File: config.mk
export PLATFORM = sky130hd
export DESIGN_NAME = i2c_cmd_master
export DESIGN_NICKNAME = d
export VERILOG_FILES = /design/src/rtl/i2c_cmd_master.sv
export SDC_FILE = /design/constraint.sdc
export NUM_CORES = 1
export LEC_CHECK = 0
export BUFFER_PORTS_ARGS = -buffer_cell sky130_fd_sc_hd__clkbuf_2
export CORE_MARGIN = 2
export CORE_UTILIZATION = 53
export DETAILED_ROUTE_END_ITERATION = 7
export HOLD_SLACK_MARGIN = 0.03
export PLACE_DENSITY = 0.74
export SLEW_MARGIN = 20
export SYNTH_ARGS = -nofsm -noshare
export SYNTH_HDL_FRONTEND = slang
export SYNTH_SLANG_ARGS = --single-unit
File: constraint.sdc
create_clock -name clk -period 2.06 [get_ports clk]
set_clock_uncertainty 0.15 [all_clocks]
set_input_delay 0.206 -clock clk [delete_from_list [all_inputs] [get_ports clk]]
set_output_delay 0.206 -clock clk [all_outputs]
set_load 0.01 [all_outputs]
File: src/rtl/i2c_cmd_master.sv
// i2c_cmd_master: command-driven single-master I2C engine.
// Commands (START, STOP, WRITE, READ_ACK, READ_NACK) are taken over a
// valid/ready handshake and turned into open-drain SCL/SDA waveforms.
// Every bit slot is four phases of PRESCALE clk each.
// Build option: define I2C_CLK_STRETCH_EN to honour slave clock stretching
// (the quarter counter waits at the start of phase 2 while scl_i is low).
module i2c_cmd_master #(
  parameter int PRESCALE = 250,
  parameter int CNT_W    = 16,
  parameter int DATA_W   = 8
) (
  input  logic              clk,
  input  logic              reset_n,
  input  logic              cmd_valid,
  output logic              cmd_ready,
  input  logic [2:0]        cmd,
  input  logic [DATA_W-1:0] tx_data,
  output logic [DATA_W-1:0] rx_data,
  output logic              done,
  output logic              ack_nack,
  output logic              cmd_err,
  output logic              bus_owned,
  input  logic              scl_i,
  input  logic              sda_i,
  output logic              scl_oe,
  output logic              sda_oe
);

  typedef enum logic [2:0] {IDLE, HOLD, START, STOP, XFER} state_t;

  typedef enum logic [2:0] {
    CMD_START     = 3'd0,
    CMD_STOP      = 3'd1,
    CMD_WRITE     = 3'd2,
    CMD_READ_ACK  = 3'd3,
    CMD_READ_NACK = 3'd4
  } cmd_t;

  state_t            state;
  logic [CNT_W-1:0]  qcnt;
  logic [1:0]        phase;
  logic [4:0]        slot;
  logic              fin;
  logic              is_read;
  logic              rd_nack;
  logic [DATA_W-1:0] txd;
  logic [DATA_W-1:0] rx_shift;
  logic              ack_bit;

  logic hs;
  logic legal;
  logic q_wrap;
  logic last_slot;
  logic stall;

  assign hs        = cmd_valid & cmd_ready;
  assign legal     = (cmd <= CMD_READ_NACK);
  assign q_wrap    = (qcnt == CNT_W'(PRESCALE - 1));
  assign last_slot = (slot == 5'(DATA_W));

`ifdef I2C_CLK_STRETCH_EN
  // Stretch check is made only at the first quarter of phase 2, i.e. right
  // after SCL has been released; a low scl_i there means a slave holds it.
  assign stall = (phase == 2'd2) && (qcnt == '0) && !scl_i;
`else
  logic unused_scl_i;
  assign unused_scl_i = scl_i;
  assign stall = 1'b0;
`endif

  // SDA pull-low enable for a given XFER slot: data bits MSB first, then the
  // ninth (acknowledge) slot.
  function automatic logic slot_sda_oe(input logic [4:0]        s,
                                       input logic              rd,
                                       input logic              nack,
                                       input logic [DATA_W-1:0] d);
    logic [DATA_W-1:0] sh;
    sh = d << s;
    if (s == 5'(DATA_W)) return rd ? ~nack : 1'b0;
    return rd ? 1'b0 : ~sh[DATA_W-1];
  endfunction

  // Command FSM, quarter/phase/slot timing and all registered outputs.
  always_ff @(posedge clk or negedge reset_n) begin
    if (!reset_n) begin
      state     <= IDLE;
      qcnt      <= '0;
      phase     <= '0;
      slot      <= '0;
      fin       <= 1'b0;
      is_read   <= 1'b0;
      rd_nack   <= 1'b0;
      txd       <= '0;
      rx_shift  <= '0;
      ack_bit   <= 1'b0;
      scl_oe    <= 1'b0;
      sda_oe    <= 1'b0;
      rx_data   <= '0;
      ack_nack  <= 1'b0;
      done      <= 1'b0;
      cmd_err   <= 1'b0;
      bus_owned <= 1'b0;
      cmd_ready <= 1'b0;
    end else begin
      done    <= 1'b0;
      cmd_err <= 1'b0;
      case (state)
        IDLE, HOLD: begin
          cmd_ready <= 1'b1;
          if (hs) begin
            qcnt  <= '0;
            phase <= '0;
            slot  <= '0;
            if (!legal || (state == IDLE && cmd != CMD_START)) begin
              cmd_err <= 1'b1;
            end else begin
              cmd_ready <= 1'b0;
              case (cmd_t'(cmd))
                CMD_START: begin
                  // From HOLD, SCL is already held low and stays so for ph0.
                  state     <= START;
                  bus_owned <= 1'b1;
                  sda_oe    <= 1'b0;
                end
                CMD_STOP: begin
                  state  <= STOP;
                  sda_oe <= 1'b1;
                  scl_oe <= 1'b1;
                end
                default: begin
                  state   <= XFER;
                  is_read <= (cmd != CMD_WRITE);
                  rd_nack <= (cmd == CMD_READ_NACK);
                  txd     <= tx_data;
                  scl_oe  <= 1'b1;
                  sda_oe  <= slot_sda_oe(5'd0, (cmd != CMD_WRITE), 1'b0, tx_data);
                end
              endcase
            end
          end
        end
        default: begin
          // One extra clk after the final phase completes the command and
          // publishes its results together with done.
          if (fin) begin
            fin       <= 1'b0;
            done      <= 1'b1;
            cmd_ready <= 1'b1;
            state     <= (state == STOP) ? IDLE : HOLD;
            if (state == STOP) bus_owned <= 1'b0;
            if (state == XFER) begin
              if (is_read) rx_data  <= rx_shift;
              else         ack_nack <= ack_bit;
            end
          end else if (!stall) begin
            if (q_wrap) begin
              qcnt  <= '0;
              phase <= phase + 2'd1;
            end else begin
              qcnt <= qcnt + CNT_W'(1);
            end
            if (q_wrap) begin
              case (state)
                START: begin
                  case (phase)
                    2'd0: scl_oe <= 1'b0;
                    2'd1: sda_oe <= 1'b1;
                    2'd3: begin
                      scl_oe <= 1'b1;
                      fin    <= 1'b1;
                    end
                    default: ;
                  endcase
                end
                STOP: begin
                  case (phase)
                    2'd0: scl_oe <= 1'b0;
                    2'd2: sda_oe <= 1'b0;
                    2'd3: fin    <= 1'b1;
                    default: ;
                  endcase
                end
                default: begin
                  case (phase)
                    2'd1: scl_oe <= 1'b0;
                    2'd2: begin
                      if (last_slot) ack_bit  <= sda_i;
                      else           rx_shift <= (rx_shift << 1) | DATA_W'(sda_i);
                    end
                    2'd3: begin
                      scl_oe <= 1'b1;
                      if (last_slot) begin
                        fin <= 1'b1;
                      end else begin
                        slot   <= slot + 5'd1;
                        sda_oe <= slot_sda_oe(slot + 5'd1, is_read, rd_nack, txd);
                      end
                    end
                    default: ;
                  endcase
                end
              endcase
            end
          end
        end
      endcase
    end
  end

endmodule

After elaboration in Yosys (flattened, before gate mapping):

Cells that the tools add are included.

* bits in registers: 61
* logic and storage cells: 162
* output and inout bits: 15
* input bits: 16

* multiplexer cells: 74
* shifts and indexed selects: 1
* $lt $le $gt $ge: 1
* reductions and logical operators: 28
* $add $sub $neg: 3
* bitwise logic cells: 12
* eq/ne operators: 25

Operators with widths (number)
* 2-to-1 mux 16 bit: 4
* 2-to-1 mux 1 bit: 49
* 2-to-1 mux 5 bit: 7
* AND reduction 6 bit: 3
* adder 16 x 1 -> 16 bit, second input constant: 1
* == test 16 x 8 -> 1 bit, second input constant: 1
* AND reduction 8 bit: 2
* 2-to-1 mux 3 bit: 4
* AND reduction 4 bit: 3
* == test 5 x 4 -> 1 bit, second input constant: 2
* NOT 1 bit: 10
* case mux 1 bit (2 select lines): 5
* inequality test 3 x 1 -> 1 bit, second input constant: 3
* 2-to-1 mux 2 bit: 4
* inequality test 2 x 1 -> 1 bit, second input constant: 4
* OR 8 x 1 -> 8 bit: 1
* nonzero test 2 bit: 4
* << shifter 8 x 5 -> 8 bit: 1
* == test 3 x 1 -> 1 bit, second input constant: 2
* == test 3 x 2 -> 1 bit, second input constant: 2
* == test 3 bit, second input constant: 2
* zero test 3 bit: 2
* inequality test 2 bit, second input constant: 3
* case mux 3 bit (2 select lines): 1
* other kinds (20): 24

Longest topological paths before layout:

* depth in word-level cells: 16
* mapped depth: 9
* gate-level depth less buffers: 7

Least setup slack after synthesis:

OpenSTA, ideal clock, no wires.

* path type: register -> register
* start: reg slot[0]
* end: reg sda_oe
* setup slack: 48 ps
* data required time: 1846 ps
* setup time: 64 ps
* buffers on the path: 0
* stages on the path, launching flop included: 8
* arrival: 1798 ps
* path through: dfrtp_1 > inv_1 > ha_1 > mux4_2 > mux2_2 > nor3b_1 > o31a_1 > mux2_4

* longest elaborated chain between the ends: 16
* elaborated cells on any way between the ends: 22
* classes of those cells: 1 x add/sub; 3 x eq/ne; 1 x shift; 15 x mux; 1 x bitwise; 1 x reduce/logical

RTL lines
* start, declared: RTL line 42 `logic [4:0] slot;`
* start signal, assigned: RTL line 195 `slot <= slot + 5'd1;`
* adder 5 x 1 -> 5 bit: RTL line 196 `sda_oe <= slot_sda_oe(slot + 5'd1, is_read, rd_nack, txd);`
* == test 5 x 4 -> 1 bit: RTL line 79 `if (s == 5'(DATA_W)) return rd ? ~nack : 1'b0;`
* 2-to-1 mux 1 bit: RTL line 79
* 2-to-1 mux 1 bit: RTL line 192 `if (last_slot) begin`
* 2-to-1 mux 1 bit: RTL line 184 `case (phase)`
* 2-to-1 mux 1 bit: RTL line 163 `case (state)`
* 2-to-1 mux 1 bit: RTL line 162 `if (q_wrap) begin`
* 2-to-1 mux 1 bit: RTL line 145 `if (fin) begin`
* 2-to-1 mux 1 bit: RTL line 107 `case (state)`
* 2-to-1 mux 1 bit: RTL line 80 `return rd ? 1'b0 : ~sh[DATA_W-1];`
* 2-to-1 mux 1 bit: RTL line 192
* 2-to-1 mux 1 bit: RTL line 184
* case mux 1 bit (2 select lines): RTL line 163
* 2-to-1 mux 1 bit: RTL line 162
* 2-to-1 mux 1 bit: RTL line 145
* 2-to-1 mux 1 bit: RTL line 107
* end signal, assigned: RTL line 136 `sda_oe <= slot_sda_oe(5'd0, (cmd != CMD_WRITE), 1'b0, tx_data);`
* end signal, assigned: RTL line 196
* end, declared: RTL line 26 `output logic sda_oe`

Parallel ways exist; a longest one is shown, timed or not. The select of a mux whose other input is x is not followed.
A chain may end at the register's enable or synchronous reset.

Worst setup path in the final report:

* start: reg qcnt[1]
* end: reg rx_shift[2]

* longest elaborated chain between the ends: 2

RTL lines
* start, declared: RTL line 40 `logic [CNT_W-1:0] qcnt;`
* start signal, assigned: RTL line 160 `qcnt <= qcnt + CNT_W'(1);`
* == test 16 x 8 -> 1 bit: RTL line 58 `assign q_wrap = (qcnt == CNT_W'(PRESCALE - 1));`
* AND reduction 6 bit (no source line)
* end signal, assigned: RTL line 188 `else rx_shift <= (rx_shift << 1) | DATA_W'(sda_i);`
* end, declared: RTL line 47 `logic [DATA_W-1:0] rx_shift;`

No other way between the ends.

==> metrics <==
hold path startpoint=cmd[1]; Post-Syn Instances=roughly 290; final setup violation count=8; max_cap viols=0; Comb power frac=0.030; Fmax=0.475 GHz; Die Width=slightly above 80 µm; post-detail-place hpwl=4.56 mm; syn nets=around 310; top_reg_cell synth=dfrtp_1; share of cells above drive strength 1=0.346; pin count of the biggest net entering global routing=40; Worst-Margin Slew=0.700 ns; drt first pass iters=4; Overall Power=between 2 and 2.5 mW; DR vias/cell=around 5.7; Reg2Reg Depth=9; TritonCTS Buffers=9; RSZ-0062 raised after global routing=yes; FF-to-FF End=rx_shift[2]; Slew headroom=0.527; TritonCTS Sinks=61; utilization after layout=0.687; final instance area=around 4000 µm²; post-route ant nets=0; Die Y=between 80 and 90 µm; Area after DPL=about 3500 µm²; clock share of power=0.465; Netlist cell types=53; status=finished with violations; Final Max Slew Viols=0; fin crit period=about 2.1 ns; detailed-route DRC error count=0; main area contributors after synthesis=dfrtp_1, mux2_2, ha_1; Async SR Flop Fraction=1.00; H-tree depth=3; vias in the first global route=around 2400; Core Rows=28; power density over cell area=approximately 590 nW/µm²; critical path peak fanout=8; hold path cells=2; Ys Warns=0; WP data arrival=2.17 ns; WL/cell=15.7 µm; Crit Path Class=flip-flop to flip-flop; core region area=5820 µm²; first-pass GRT wire length=about 11 mm; I/O Buffers=29; Root Driver=clkbuf_8; slowest stage delay, CP=around 0.4 ns; P&R area growth vs syn=26.7%; later-pin clock latency in the skew report=0.34 ns; Post-Layout Cell Count=between 400 and 500; cell-internal power=1.88 mW; Post-Syn Area=about 3200 µm²; endpoints failing hold=0; slowest cell on the critical path=dfrtp_1; Starting DRT DRC Count=247; most frequent cells in the layout=dfrtp_1, buf_4, clkbuf_2, nor2_1, mux2_2; WL final=~7 mm; Final nets=approximately 380; dominant cell type by area after synthesis=dfrtp_1; sequential fraction of the synthesis area=0.485; Worst Setup Slack, final=-0.0437 ns; maximum clock insertion buffer count=2; Avg Synthesized Cell Area=around 11 µm²; CTS tree=done; sequential power share=0.505; RePlAce Congestion=around 0.85; Switching Fraction=0.208; crit-path cells=inv_2 > ha_4 > nor4b_4 > and4_1 > buf_6 > nand4_4 > nor2_4 > buf_12 > mux2_4; full die area=between 6000 and 7000 µm²; R2R setup slack=-0.04 ns; worst path bufs/invs=3; Crit path max-delay family=simple AND/OR/NAND/NOR gates; commonest non-fill, non-tap cell in the layout=dfrtp_1; dpl cells=slightly above 400; Initial Util=0.542; initial antenna violation count=0; violated checks=negative setup slack; crit share post-route=1.02; DR vias=2474; Ports=31; WHS Endpoint=rd_nack; WP data required=2.13 ns; pre-CTS WS=-0.0487 ns; count of state elements after synthesis=61; clock transition at the registers of the reported paths=around 0.070 ns; Post-synth EDFFs=0; Max VDD drop=between 0.3 and 0.4 mV; Overflow after GRT=0; CP Launch Type=flip-flop; Antenna Cells=0; reg2reg start=qcnt[1]; post-synth top area share=0.485; CP endpoint kind=flip-flop; Pleak=a little under 2 nW; global-route usage over all layers=0.223; net switching power=0.493 mW; fill count=433; worst hold path type=input pin to flip-flop
-- cell type report --
class | count | area (µm²) | share of cell area
multi-input combinational | 200 | 1590 | 0.399
clock buffer | 12 | 165 | 0.0414
clock inverter | 4 | 45.0 | 0.0113
timing repair buffer | 73 | 529 | 0.133
sequential | 61 | 1530 | 0.382
tap | 75 | 93.8 | 0.0235
inverter | 11 | 41.3 | 0.0103
-- flip-flops by register name, indices dropped and copies added, names as in the netlist, 2 cells and up --
| name | flops |
|---|---|
| qcnt | 16 |
| rx_data | 8 |
| rx_shift | 8 |
| txd | 8 |
| slot | 5 |
| state | 3 |
| phase | 2 |
-- power groups by stage --
stage / combinational [mW] / sequential [mW] / clock [mW]
floorplan: 0.0127 / 1.22 / 0
global placement: 0.0562 / 1.22 / 0
detailed placement: 0.0574 / 1.22 / 0
CTS: 0.0722 / 1.20 / 1.13
global route: 0.0816 / 1.20 / 1.19
finish: 0.0718 / 1.20 / 1.10
-- worst max path at each step --
stage	from	endpoint	slack (ns)	cells past startpoint
floorplan	slot[0]	sda_oe	0.05	7
global placement	qcnt[1]	rx_shift[6]	-0.03	8
detailed placement	qcnt[2]	rx_shift[6]	-0.05	6
CTS	qcnt[1]	rx_shift[2]	-0.05	9
global route	qcnt[1]	rx_shift[2]	-0.12	9
finish	qcnt[1]	rx_shift[2]	-0.04	9
-- per-layer routing --
layer | share of wire | track usage
met1 | 0.45 | 0.290
met4 | 0.011 | 0.100
met2 | 0.49 | 0.360
met5 | 0 | 0
met3 | 0.045 | 0.0489
-- cell families after synthesis --
logic type / after synthesis / share of synthesized area
mux: 33 / 0.126
fa+ha+maj: 9 / 0.0357
flops: 61 / 0.485
xor+xnor: 14 / 0.0389
buf+inv: 25 / 0.0373
simple gates: 92 / 0.168
compound gates: 52 / 0.110
-- synthesized netlist by cell type, types with 2 or more instances --
| library cell | number |
|---|---|
| and3_1 | 6 |
| a21oi_1 | 11 |
| and4b_1 | 2 |
| nor3_1 | 5 |
| nor3b_1 | 4 |
| xor2_1 | 6 |
| nand4bb_1 | 2 |
| nor4bb_1 | 2 |
| mux4_2 | 2 |
| buf_6 | 2 |
| ha_1 | 9 |
| a31oi_1 | 2 |
| or3_1 | 2 |
| o2bb2ai_1 | 2 |
| dfrtp_1 | 61 |
| nand4_1 | 5 |
| nor2_1 | 25 |
| and4_1 | 2 |
| nor2_4 | 2 |
| a21o_1 | 5 |
| mux2_2 | 29 |
| o31ai_1 | 2 |
| clkbuf_1 | 7 |
| nand2b_1 | 2 |
| o22ai_1 | 5 |
| inv_1 | 11 |
| xnor2_1 | 8 |
| nand3_1 | 11 |
| buf_2 | 4 |
| nor4_1 | 2 |
| o21ai_0 | 14 |
| nand2_1 | 13 |
-- through the flow --
stage | hold slack (ns) | TNS, ns
finish | 0.0562 | -0.329
global route | 0.0722 | -1.95
CTS | 0.0357 | -0.414
detailed placement | 0.0927 | -0.379
global placement | 0.0896 | -0.218
floorplan | -0.240 | 0
-- timing repair --
item,CTS,global route
resized for setup,13,5
pin swaps,3,3
setup endpoints to repair,10,29
hold buffers,10,0
buffers inserted,3,3
hold endpoints to repair,32,0
No activity file was read; power rests on OpenSTA's default activity.
